`src/rtl/fg_packet_framer_if.sv`:
```
`timescale 1ns/1ps
`default_nettype none
// ============================================================================
//  Module   : fg_packet_framer_if
//  Brief    : Header, payload and framed-output stream bundle for the framer.
//  Revision : 1.0  initial release
// ============================================================================
interface fg_packet_framer_if #(
    parameter int DEST_WIDTH = 8,
    parameter int DATA_WIDTH = 64,
    parameter int KEEP_WIDTH = DATA_WIDTH / 8
);
    logic                  input_hdr_valid;
    logic                  input_hdr_ready;
    logic [DEST_WIDTH-1:0] input_hdr_dest;

    logic [DATA_WIDTH-1:0] input_payload_tdata;
    logic [KEEP_WIDTH-1:0] input_payload_tkeep;
    logic                  input_payload_tvalid;
    logic                  input_payload_tready;
    logic                  input_payload_tlast;
    logic                  input_payload_tuser;

    logic [DATA_WIDTH-1:0] output_tdata;
    logic [KEEP_WIDTH-1:0] output_tkeep;
    logic                  output_tvalid;
    logic                  output_tready;
    logic                  output_tlast;
    logic                  output_tuser;

    // Framer side
    modport slave (
        input  input_hdr_valid, input_hdr_dest,
        input  input_payload_tdata, input_payload_tkeep, input_payload_tvalid,
        input  input_payload_tlast, input_payload_tuser,
        input  output_tready,
        output input_hdr_ready, input_payload_tready,
        output output_tdata, output_tkeep, output_tvalid, output_tlast, output_tuser
    );

    // Generator / sink side
    modport master (
        output input_hdr_valid, input_hdr_dest,
        output input_payload_tdata, input_payload_tkeep, input_payload_tvalid,
        output input_payload_tlast, input_payload_tuser,
        output output_tready,
        input  input_hdr_ready, input_payload_tready,
        input  output_tdata, output_tkeep, output_tvalid, output_tlast, output_tuser
    );
endinterface
`default_nettype wire

```
`src/rtl/fg_packet_framer.sv`:
```
`timescale 1ns/1ps
`default_nettype none
// ============================================================================
//  Module   : fg_packet_framer
//  Brief    : Prepends a {dest, sequence number} header beat to each payload
//             packet and forwards the framed stream through a skid-buffered
//             output register.
//  Revision : 1.0  initial release
// ============================================================================
module fg_packet_framer #(
    parameter int DEST_WIDTH = 8,
    parameter int DATA_WIDTH = 64,
    parameter int KEEP_WIDTH = DATA_WIDTH / 8
) (
    input  wire logic        clk,
    input  wire logic        rst,
    fg_packet_framer_if.slave bus,
    output logic             busy,
    output logic [31:0]      seq_num
);

    typedef enum logic [0:0] {
        ST_IDLE    = 1'b0,
        ST_PAYLOAD = 1'b1
    } state_t;

    state_t                r_state;
    state_t                w_state_next;
    logic [31:0]           r_seq_num;
    logic                  r_hdr_ready;
    logic                  r_pay_ready;
    logic                  w_hdr_ready_next;
    logic                  w_pay_ready_next;

    logic [DATA_WIDTH-1:0] r_out_data;
    logic [KEEP_WIDTH-1:0] r_out_keep;
    logic                  r_out_last;
    logic                  r_out_user;
    logic                  r_out_valid;

    logic [DATA_WIDTH-1:0] r_skid_data;
    logic [KEEP_WIDTH-1:0] r_skid_keep;
    logic                  r_skid_last;
    logic                  r_skid_user;
    logic                  r_skid_valid;

    logic                  w_hdr_fire;
    logic                  w_pay_fire;
    logic                  w_in_fire;
    logic                  w_out_take;
    logic                  w_skid_valid_next;
    logic [DATA_WIDTH-1:0] w_in_data;
    logic [KEEP_WIDTH-1:0] w_in_keep;
    logic                  w_in_last;
    logic                  w_in_user;

    assign w_hdr_fire = bus.input_hdr_valid & r_hdr_ready;
    assign w_pay_fire = bus.input_payload_tvalid & r_pay_ready;
    assign w_in_fire  = w_hdr_fire | w_pay_fire;
    assign w_out_take = ~r_out_valid | bus.output_tready;

    // The skid entry only fills when a beat arrives while the output is stalled;
    // readies are derived from its next value so an occupied skid blocks input.
    assign w_skid_valid_next = w_out_take ? 1'b0 : (r_skid_valid | w_in_fire);

    always_comb begin
        w_in_data = '0;
        w_in_keep = '0;
        w_in_last = 1'b0;
        w_in_user = 1'b0;
        if (w_hdr_fire) begin
            w_in_data[31:0]              = r_seq_num;
            w_in_data[32 +: DEST_WIDTH]  = bus.input_hdr_dest;
            w_in_keep                    = '1;
        end else begin
            w_in_data = bus.input_payload_tdata;
            w_in_keep = bus.input_payload_tkeep;
            w_in_last = bus.input_payload_tlast;
            w_in_user = bus.input_payload_tuser;
        end
    end

    always_ff @(posedge clk or posedge rst) begin
        if (rst) begin
            r_state <= ST_IDLE;
        end else begin
            r_state <= w_state_next;
        end
    end

    // Header ready needs a full IDLE cycle behind it, so a header never lands in
    // the same cycle as the preceding tlast.
    always_comb begin
        w_state_next = r_state;
        case (r_state)
            ST_IDLE:    if (w_hdr_fire) w_state_next = ST_PAYLOAD;
            ST_PAYLOAD: if (w_pay_fire && bus.input_payload_tlast) w_state_next = ST_IDLE;
            default:    w_state_next = ST_IDLE;
        endcase
        w_hdr_ready_next = (r_state == ST_IDLE) && (w_state_next == ST_IDLE) && !w_skid_valid_next;
        w_pay_ready_next = (w_state_next == ST_PAYLOAD) && !w_skid_valid_next;
    end

    always_ff @(posedge clk or posedge rst) begin
        if (rst) begin
            r_seq_num    <= '0;
            r_hdr_ready  <= 1'b0;
            r_pay_ready  <= 1'b0;
            r_out_data   <= '0;
            r_out_keep   <= '0;
            r_out_last   <= 1'b0;
            r_out_user   <= 1'b0;
            r_out_valid  <= 1'b0;
            r_skid_data  <= '0;
            r_skid_keep  <= '0;
            r_skid_last  <= 1'b0;
            r_skid_user  <= 1'b0;
            r_skid_valid <= 1'b0;
        end else begin
            r_hdr_ready <= w_hdr_ready_next;
            r_pay_ready <= w_pay_ready_next;
            if (w_hdr_fire) begin
                r_seq_num <= r_seq_num + 32'd1;
            end
            if (w_out_take) begin
                if (r_skid_valid) begin
                    r_out_data   <= r_skid_data;
                    r_out_keep   <= r_skid_keep;
                    r_out_last   <= r_skid_last;
                    r_out_user   <= r_skid_user;
                    r_out_valid  <= 1'b1;
                    r_skid_valid <= 1'b0;
                end else if (w_in_fire) begin
                    r_out_data  <= w_in_data;
                    r_out_keep  <= w_in_keep;
                    r_out_last  <= w_in_last;
                    r_out_user  <= w_in_user;
                    r_out_valid <= 1'b1;
                end else begin
                    r_out_valid <= 1'b0;
                end
            end else if (w_in_fire) begin
                r_skid_data  <= w_in_data;
                r_skid_keep  <= w_in_keep;
                r_skid_last  <= w_in_last;
                r_skid_user  <= w_in_user;
                r_skid_valid <= 1'b1;
            end
        end
    end

    assign bus.input_hdr_ready      = r_hdr_ready;
    assign bus.input_payload_tready = r_pay_ready;
    assign bus.output_tdata         = r_out_data;
    assign bus.output_tkeep         = r_out_keep;
    assign bus.output_tlast         = r_out_last;
    assign bus.output_tuser         = r_out_user;
    assign bus.output_tvalid        = r_out_valid;

    assign busy    = (r_state != ST_IDLE) | r_out_valid;
    assign seq_num = r_seq_num;

endmodule
`default_nettype wire
```
`src/flat_wrapper.sv`:
```
// flat-port wrapper written by rule: the top's interface ports become plain ports
module fg_packet_framer_flat 
#(
    parameter int DEST_WIDTH = 8,
    parameter int DATA_WIDTH = 64,
    parameter int KEEP_WIDTH = DATA_WIDTH / 8
)
  (clk, rst, busy, seq_num, bus_input_hdr_valid, bus_input_hdr_dest, bus_input_payload_tdata, bus_input_payload_tkeep, bus_input_payload_tvalid, bus_input_payload_tlast, bus_input_payload_tuser, bus_output_tready, bus_input_hdr_ready, bus_input_payload_tready, bus_output_tdata, bus_output_tkeep, bus_output_tvalid, bus_output_tlast, bus_output_tuser);
  fg_packet_framer_if #(.DEST_WIDTH(DEST_WIDTH), .DATA_WIDTH(DATA_WIDTH), .KEEP_WIDTH(KEEP_WIDTH)) bus_i ();
  input  wire logic clk;
  input  wire logic rst;
  output logic busy;
  output logic [31:0] seq_num;
  input wire logic [$bits(bus_i.input_hdr_valid)-1:0] bus_input_hdr_valid;
  input wire logic [$bits(bus_i.input_hdr_dest)-1:0] bus_input_hdr_dest;
  input wire logic [$bits(bus_i.input_payload_tdata)-1:0] bus_input_payload_tdata;
  input wire logic [$bits(bus_i.input_payload_tkeep)-1:0] bus_input_payload_tkeep;
  input wire logic [$bits(bus_i.input_payload_tvalid)-1:0] bus_input_payload_tvalid;
  input wire logic [$bits(bus_i.input_payload_tlast)-1:0] bus_input_payload_tlast;
  input wire logic [$bits(bus_i.input_payload_tuser)-1:0] bus_input_payload_tuser;
  input wire logic [$bits(bus_i.output_tready)-1:0] bus_output_tready;
  output wire logic [$bits(bus_i.input_hdr_ready)-1:0] bus_input_hdr_ready;
  output wire logic [$bits(bus_i.input_payload_tready)-1:0] bus_input_payload_tready;
  output wire logic [$bits(bus_i.output_tdata)-1:0] bus_output_tdata;
  output wire logic [$bits(bus_i.output_tkeep)-1:0] bus_output_tkeep;
  output wire logic [$bits(bus_i.output_tvalid)-1:0] bus_output_tvalid;
  output wire logic [$bits(bus_i.output_tlast)-1:0] bus_output_tlast;
  output wire logic [$bits(bus_i.output_tuser)-1:0] bus_output_tuser;
  assign bus_i.input_hdr_valid = bus_input_hdr_valid;
  assign bus_i.input_hdr_dest = bus_input_hdr_dest;
  assign bus_i.input_payload_tdata = bus_input_payload_tdata;
  assign bus_i.input_payload_tkeep = bus_input_payload_tkeep;
  assign bus_i.input_payload_tvalid = bus_input_payload_tvalid;
  assign bus_i.input_payload_tlast = bus_input_payload_tlast;
  assign bus_i.input_payload_tuser = bus_input_payload_tuser;
  assign bus_i.output_tready = bus_output_tready;
  assign bus_input_hdr_ready = bus_i.input_hdr_ready;
  assign bus_input_payload_tready = bus_i.input_payload_tready;
  assign bus_output_tdata = bus_i.output_tdata;
  assign bus_output_tkeep = bus_i.output_tkeep;
  assign bus_output_tvalid = bus_i.output_tvalid;
  assign bus_output_tlast = bus_i.output_tlast;
  assign bus_output_tuser = bus_i.output_tuser;
  fg_packet_framer #(.DEST_WIDTH(DEST_WIDTH), .DATA_WIDTH(DATA_WIDTH), .KEEP_WIDTH(KEEP_WIDTH)) u_core (.clk(clk), .rst(rst), .bus(bus_i), .busy(busy), .seq_num(seq_num));
endmodule
```
`config.mk`:
```
export PLATFORM = sky130hd
export DESIGN_NAME = fg_packet_framer_flat
export DESIGN_NICKNAME = d
export VERILOG_FILES = /design/src/rtl/fg_packet_framer_if.sv /design/src/rtl/fg_packet_framer.sv /design/src/flat_wrapper.sv
export SDC_FILE = /design/constraint.sdc
export NUM_CORES = 1
export LEC_CHECK = 0
export CAP_MARGIN = 10
export CORE_AREA = 3 3 171 173
export DETAILED_ROUTE_END_ITERATION = 8
export DIE_AREA = 0 0 174 176
export SYNTH_ARGS = -nofsm -noshare
export SYNTH_HDL_FRONTEND = slang
export SYNTH_SLANG_ARGS = --single-unit
```
`constraint.sdc`:
```
create_clock -name clk -period 8 [get_ports clk]
set_clock_uncertainty 0.05 [all_clocks]
set_input_delay 1.2 -clock clk [delete_from_list [all_inputs] [get_ports clk]]
set_output_delay 1.2 -clock clk [all_outputs]
set_load 0.01 [all_outputs]
```
* Yosys cells after proc, flatten, opt, wreduce, memory -nomap -nowiden
Cells that the tools add are included.
Storage, ports and cells: register bits 185, input port bits 87, output and inout port bits 110, logic and storage cells 55
Operators by class: $add $sub $neg 1, multiplexer cells 21, bitwise operators 10, reduce and logical (&&, ||, !) cells 9
Operators by type and width (count):
- two-way mux 64 bit | 2
- two-way mux 40 bit | 1
- adder 32 x 1 -> 32 bit, second input constant | 1
- two-way mux 24 bit | 1
- two-way mux 8 bit | 3
- two-way mux 1 bit | 13
- logical AND 1 bit | 4
- inverter 1 bit | 4
- OR 1 bit | 4
- AND reduction 2 bit | 2
- nonzero test 2 bit | 2
- bitwise AND 1 bit | 2
- one-hot mux 1 bit (2 select lines) | 1
- zero test 1 bit | 1

* Longest topological paths before layout
Gate-level depths: netlist of the first run.
depth in word-level cells 7, mapped depth 6, depth with buffers taken out 5

* Worst setup path before layout of the first run
Ideal clock, no wire load.
path type input-to-reg, from in bus_input_hdr_valid, to reg u_core.r_out_data[10] (netlist: u_core.bus.output_tdata[10]), setup time 0.125 ns, arrival 2.235 ns, data required time 7.825 ns, slack 5.590 ns, cell stages on the path 4, buffers on the path 1, cell sequence a221o_1 > nand2_1 > buf_2 > mux2_2
Between the ends: longest elaborated chain between the ends 4, elaborated cells between the ends (all ways) 7, those cells by class mux: 3; bitwise: 2; reduce/logical: 2
Ends and longest elaborated chain:
- start: declaration | line flat_wrapper.sv:14 | input wire logic [$bits(bus_i.input_hdr_valid)-1:0] bus_input_hdr_valid;
- bitwise AND 1 bit (*) | line fg_packet_framer.sv:57 | assign w_hdr_fire = bus.input_hdr_valid & r_hdr_ready;
- two-way mux 40 bit / OR 1 bit (equally long branches) | line fg_packet_framer.sv:71, fg_packet_framer.sv:59
- two-way mux 64 bit / nonzero test 2 bit (equally long branches)
- two-way mux 64 bit / AND reduction 2 bit (equally long branches)
- end signal: assignment | line fg_packet_framer.sv:127 | r_out_data <= r_skid_data;
- end signal: assignment | line fg_packet_framer.sv:134 | r_out_data <= w_in_data;
- end: declaration | line fg_packet_framer.sv:35 | logic [DATA_WIDTH-1:0] r_out_data;
Every way passes the cells marked *; elsewhere a longest branch is shown, timed or not. The select of a mux whose other input is x is not followed. A chain may end at the register's enable or synchronous reset.

* Worst setup path after layout of the first run
from in bus_input_hdr_valid, to reg u_core.r_out_data[34] (netlist: u_core.bus.output_tdata[34])
The elaborated chain is that of the path after synthesis.

==> results of run 1 <==
[layer usage]
layer / vias up / global-route usage / wire length, um
li1: 3157 / - / -
met1: 3106 / 0.202 / 10500
met2: 189 / 0.231 / 9990
met3: 18 / 0.0501 / 1680
met4: 4 / 0.0392 / 237
met5: - / 0 / 27
[cell usage after synthesis, drive strengths merged]
cell,count,area (um^2)
nand2,188,706
dfrtp,185,4630
o21ai,123,616
a21oi,42,210
mux2,41,462
mux2i,40,400
nand3,38,195
clkbuf,33,124
xnor2,27,236
nor3b,26,195
buf,22,109
nand4,15,115
nor2,13,53.8
and3,4,25.0
xor2,4,35.0
and2,3,18.8
and4,3,27.5
nor3,3,20.0
nor4,3,63.8
inv,2,7.51
a21o,1,7.51
a221o,1,10.0
ha,1,12.5
nand2b,1,6.26
nor2b,1,6.26
o22a,1,8.76
or2,1,6.26
[report_power, final]
group          switching (mW)  leakage (nW)  internal, mW  total, mW
Sequential              0.240          2.34          1.31       1.55
Combinational           0.679          2.34         0.715       1.39
Clock                   0.385         0.291         0.498      0.883
Total                    1.30          4.98          2.52       3.83
[metrics by stage]
stage | setup WS, ns | std cells | util | power, mW
5_1_grt | 4.02 | 1381 | 0.403 | 4.10
2_1_floorplan | 1.72 | 822 | - | 2.32
4_1_cts | 4.26 | 1380 | 0.403 | 3.89
3_5_place_dp | 3.80 | 1348 | 0.382 | 2.99
6_report | 4.31 | 1383 | 0.403 | 3.83
3_3_place_gp | 3.83 | 1348 | 0.382 | 2.96
[flip-flops by register name, indices dropped and copies added, names as in the netlist]
signal	count
u_core.bus.output_tdata	64
u_core.r_skid_data	64
u_core.seq_num	32
u_core.bus.output_tkeep	8
u_core.r_skid_keep	8
u_core.bus.input_hdr_ready	1
u_core.bus.input_payload_tready	1
u_core.bus.output_tlast	1
u_core.bus.output_tuser	1
u_core.bus.output_tvalid	1
u_core.r_skid_last	1
u_core.r_skid_user	1
u_core.r_skid_valid	1
u_core.r_state	1
[path summary, 6_finish.rpt]
check                                                          end  slack [ns]  depth (start not counted)
setup reg to reg           u_core.bus.output_tdata[34]$_DFFE_PP0P_        5.24                          4
max in group asynchronous          u_core.r_skid_valid$_DFFE_PP0P_        5.03                          3
hold / removal                  u_core.r_skid_data[51]$_DFFE_PP0P_        0.42                          2
min in group asynchronous  u_core.bus.output_tdata[40]$_DFFE_PP0P_        1.28                          2
setup / recovery           u_core.bus.output_tdata[34]$_DFFE_PP0P_        4.31                          5
hold reg to reg                 u_core.r_skid_data[51]$_DFFE_PP0P_        0.42                          2
[final cells by class]
class / instances / area, um^2
inverters: 2 / 15.0
multi-input cells: 580 / 3460
clock inverters: 12 / 163
fillers: 2748 / 16600
flip-flops and latches: 185 / 4630
repair buffers: 203 / 2010
diodes: 3 / 7.51
clock buffers: 20 / 437
well taps: 378 / 473
[worst min-delay path: stages (launching register included)]
cell and delay (ns):
dfrtp_1 0.34, nand2_1 0.05, nand2_1 0.05
[logic make-up after synthesis]
| logic type | count (synthesis) | synth area share |
|---|---|---|
| and+or+nand+nor | 299 | 0.173 |
| DFF | 185 | 0.557 |
| adders and majority gates | 1 | 0.00151 |
| AOI/OAI and AO/OA | 168 | 0.103 |
| muxes | 81 | 0.104 |
| xor gates and xnor gates | 31 | 0.0327 |
| buffers and inverters | 57 | 0.0289 |
==> impl_results.md, run 1 <==
- Yosys warnings: 0
- Largest net degree at the start of global routing: 112
- H-tree depth: 4
- Clk buf depth: 2
- I/O pin total: 197
- Area Overhead vs Synth: 34.9%
- Fin crit period: 3.69 ns
- Cell area after synthesis: 0.00831 mm^2
- Crit end category: register
- Cell Pwr Density: 341 mW/mm^2
- Final Slew Violations: 0
- Critical-path cell list: clkdlybuf4s50_1 > a221o_1 > nand2_4 > buf_4 > mux2_2
- Via count: 6474
- Core Area: 0.0278 mm^2
- Postcts setup bufs: 0
- Share of layout cells above drive strength 1: 0.0938
- Critical Path RT: 8.27 ns
- Count of different cell masters after synthesis: 36
- Worst Min Path Start: u_core.r_skid_data[51]$_DFFE_PP0P_
- RR Startpoint: u_core.r_skid_valid$_DFFE_PP0P_
- Top delay family on crit path: buffers and inverters
- Global Route Usage Sum: 0.149
- Initial antenna violation count: 4
- Total iterations of the first detailed-routing run: 4
- TritonCTS Buffers: 17
- Setup Viol. Count Final: 0
- Post_cts resized: 0
- Commonest non-fill, non-tap cell in the layout: clkdlybuf4s50_1
- RSZ-0062 raised after global routing: false
- Relative slew slack: 0.346
- CP max-delay cell: buf_4
- Sequential fraction of the synthesis area: 0.557
- Worst Tran Pin Value: 0.981 ns
- Number of global-route vias before repair: 6692
- Hold WC Path Type: register to register
- CP peak stage delay: 0.70 ns
- Nets: 1077
- Routed Antenna Nets: 0
- CP bufs+invs: 2
- Leak Pwr: 4.98 nW
- CTS clock-pin slew for the worst setup and hold paths: 0.07 ns
- DRC: 0
- Buffers on Ports: 196
- Setup Crit Path Kind: input port to register
- Clock sinks: 185
- Achievable Freq: 271 MHz
- Die X: 174 um
- Status: complete, no violations
- Fin. Hold Viols: 0
- DIE AREA: 0.0306 mm^2
- Height of the die: 176 um
- Initial core utilization: 0.299
- Maximum resistive drop on vdd: 0.000160 V
- CTS tree: done
- Vias/cell: 4.68
- Setup TNS: 0 ns
- Clk root buf: clkbuf_16
- Crit path DAT: 3.95 ns
- CTS Hold Bufs: 0
- Syn avg cell area: 10.1 um^2
- Max-cap violations: 0
- Cell row count: 61
- Syn_nets: 910
- Critical path peak fanout: 81
- Initial DRC count: 397
- Syn Inst Count: 822
- Post-Route WL: 22400 um
- Dpl hpwl: 14800 um
- Hold WS: 0.424 ns
- First-pass GRT wire length: 36900 um
- Post-route cell area: 0.0112 mm^2
- GPL Wtd Cong: 0.736
- Crit path launch: bus_input_hdr_valid
- Final Cycle Share: 0.461
- DP Area: 0.0106 mm^2
- Wire per inst: 16.2 um
- Startpoint types: input port
- Most frequent cells in the layout: clkdlybuf4s50_1, nand2_1, dfrtp_1, o21ai_0
- FF+latch count, synth: 185
- Global route overflow: 0
- Worst skew pair latency: 0.42 ns
(Power assumes the default switching activity.)
==> run 2: changes to the inputs <==
- clock period: 8 -> 3.3 ns (I/O delays scaled with it)
==> impl_results.md, run 2 (synthesis results as in run 1) <==
- Vias/cell: 4.66
- I/O pin total: 197
- Nets: 1085
- Status: complete, no violations
- Crit end category: primary output
- Hold WC Path Type: register to register
- Initial DRC count: 436
- Number of global-route vias before repair: 6397
- TritonCTS Buffers: 17
- Fin. Hold Viols: 0
- GPL Wtd Cong: 0.730
- First-pass GRT wire length: 36400 um
- DP Area: 0.0108 mm^2
- Crit path DAT: 1.79 ns
- Largest net degree at the start of global routing: 150
- CP bufs+invs: 1
- CTS tree: done
- DRC: 0
- Clk buf depth: 2
- Post-Route WL: 22200 um
- Critical Path RT: 2.75 ns
- Reg2reg setup slack: 1.16 ns
- Routed Antenna Nets: 0
- Filler cells: 2750
- Dpl cells: 1356
- Dpl hpwl: 15100 um
- Global route overflow: 0
- Height of the die: 176 um
- Startpoint types: register
- Cell row count: 61
- RSZ-0062 raised after global routing: false
- Worst Tran Pin Value: 0.832 ns
- Maximum resistive drop on vdd: 0.000346 V
- DIE AREA: 0.0306 mm^2
- Setup Viol. Count Final: 0
- Setup TNS: 0 ns
- Post_cts resized: 0
- Critical path peak fanout: 14
- Setup Crit Path Kind: register to primary output
- Most frequent cells in the layout: clkdlybuf4s50_1, nand2_1, dfrtp_1, o21ai_0
- Clk root buf: clkbuf_16
- Post-route cell area: 0.0114 mm^2
- Total iterations of the first detailed-routing run: 4
- CTS Hold Bufs: 0
- Global Route Usage Sum: 0.148
- # diodes: 0
- Share of layout cells above drive strength 1: 0.102
- Top delay family on crit path: flip-flops
- Buffers on Ports: 196
- Post-Layout Cell Count: 1388
- Final Cycle Share: 0.708
- Commonest non-fill, non-tap cell in the layout: clkdlybuf4s50_1
- Core Area: 0.0278 mm^2
- Fin crit period: 2.34 ns
- Cell Pwr Density: 828 mW/mm^2
- H-tree depth: 4
- Initial antenna violation count: 0
- Critical-path cell list: clkdlybuf4s50_1
- Leak Pwr: 5.05 nW
- CTS clock-pin slew for the worst setup and hold paths: 0.06 ns
- Area Overhead vs Synth: 37.0%
- Die X: 174 um
- Max-cap violations: 0
- Hold WS: 0.426 ns
- Final Slew Violations: 0
- Worst skew pair latency: 0.44 ns
- Clock sinks: 185
- Initial core utilization: 0.299
- CP peak stage delay: 0.72 ns
- Relative slew slack: 0.444
- CP max-delay cell: dfrtp_1
- Postcts setup bufs: 0
- Wire per inst: 16.0 um
- Via count: 6465
- Achievable Freq: 428 MHz
==> run 2: worst paths after layout <==
check / from / endpoint / cells after the start
setup / recovery: u_core.bus.input_hdr_ready$_DFF_PP0_ / bus_input_hdr_ready / 1
hold / removal: u_core.r_skid_data[50]$_DFFE_PP0P_ / u_core.r_skid_data[50]$_DFFE_PP0P_ / 2
setup reg to reg: u_core.bus.input_hdr_ready$_DFF_PP0_ / u_core.bus.output_tdata[28]$_DFFE_PP0P_ / 5
hold reg to reg: u_core.r_skid_data[50]$_DFFE_PP0P_ / u_core.r_skid_data[50]$_DFFE_PP0P_ / 2
max in group asynchronous: rst / u_core.bus.output_tdata[14]$_DFFE_PP0P_ / 3
min in group asynchronous: rst / u_core.bus.output_tdata[41]$_DFFE_PP0P_ / 2
==> run 2: metal layers <==
layer,up-vias,GRT usage,wire length (um)
li1,3161,-,-
met1,3096,0.205,10400
met2,189,0.224,9880
met3,19,0.0505,1650
met4,0,0.0342,264
met5,-,0,0
==> run 2: report_power, final <==
part	switching [mW]	internal, mW
Combinational	1.69	1.81
Clock	0.925	1.28
Sequential	0.540	3.17
==> run 2: layout make-up <==
type / count / area (um^2) / area share
timing repair buffer: 211 / 2170 / 0.191
multi-input combinational: 580 / 3460 / 0.304
clock buffer: 19 / 433 / 0.0380
clock inverter: 13 / 190 / 0.0167
tap: 378 / 473 / 0.0416
sequential: 185 / 4630 / 0.407
inverter: 2 / 11.3 / 0.000990
==> run 2: through the flow <==
step | util | total power [mW] | setup slack (ns)
floorplan | - | 5.63 | 0.376
global placement | 0.387 | 7.25 | 0.737
detailed placement | 0.387 | 7.32 | 0.705
CTS | 0.410 | 9.56 | 0.928
global route | 0.410 | 10.1 | 0.865
finish | 0.410 | 9.42 | 0.963
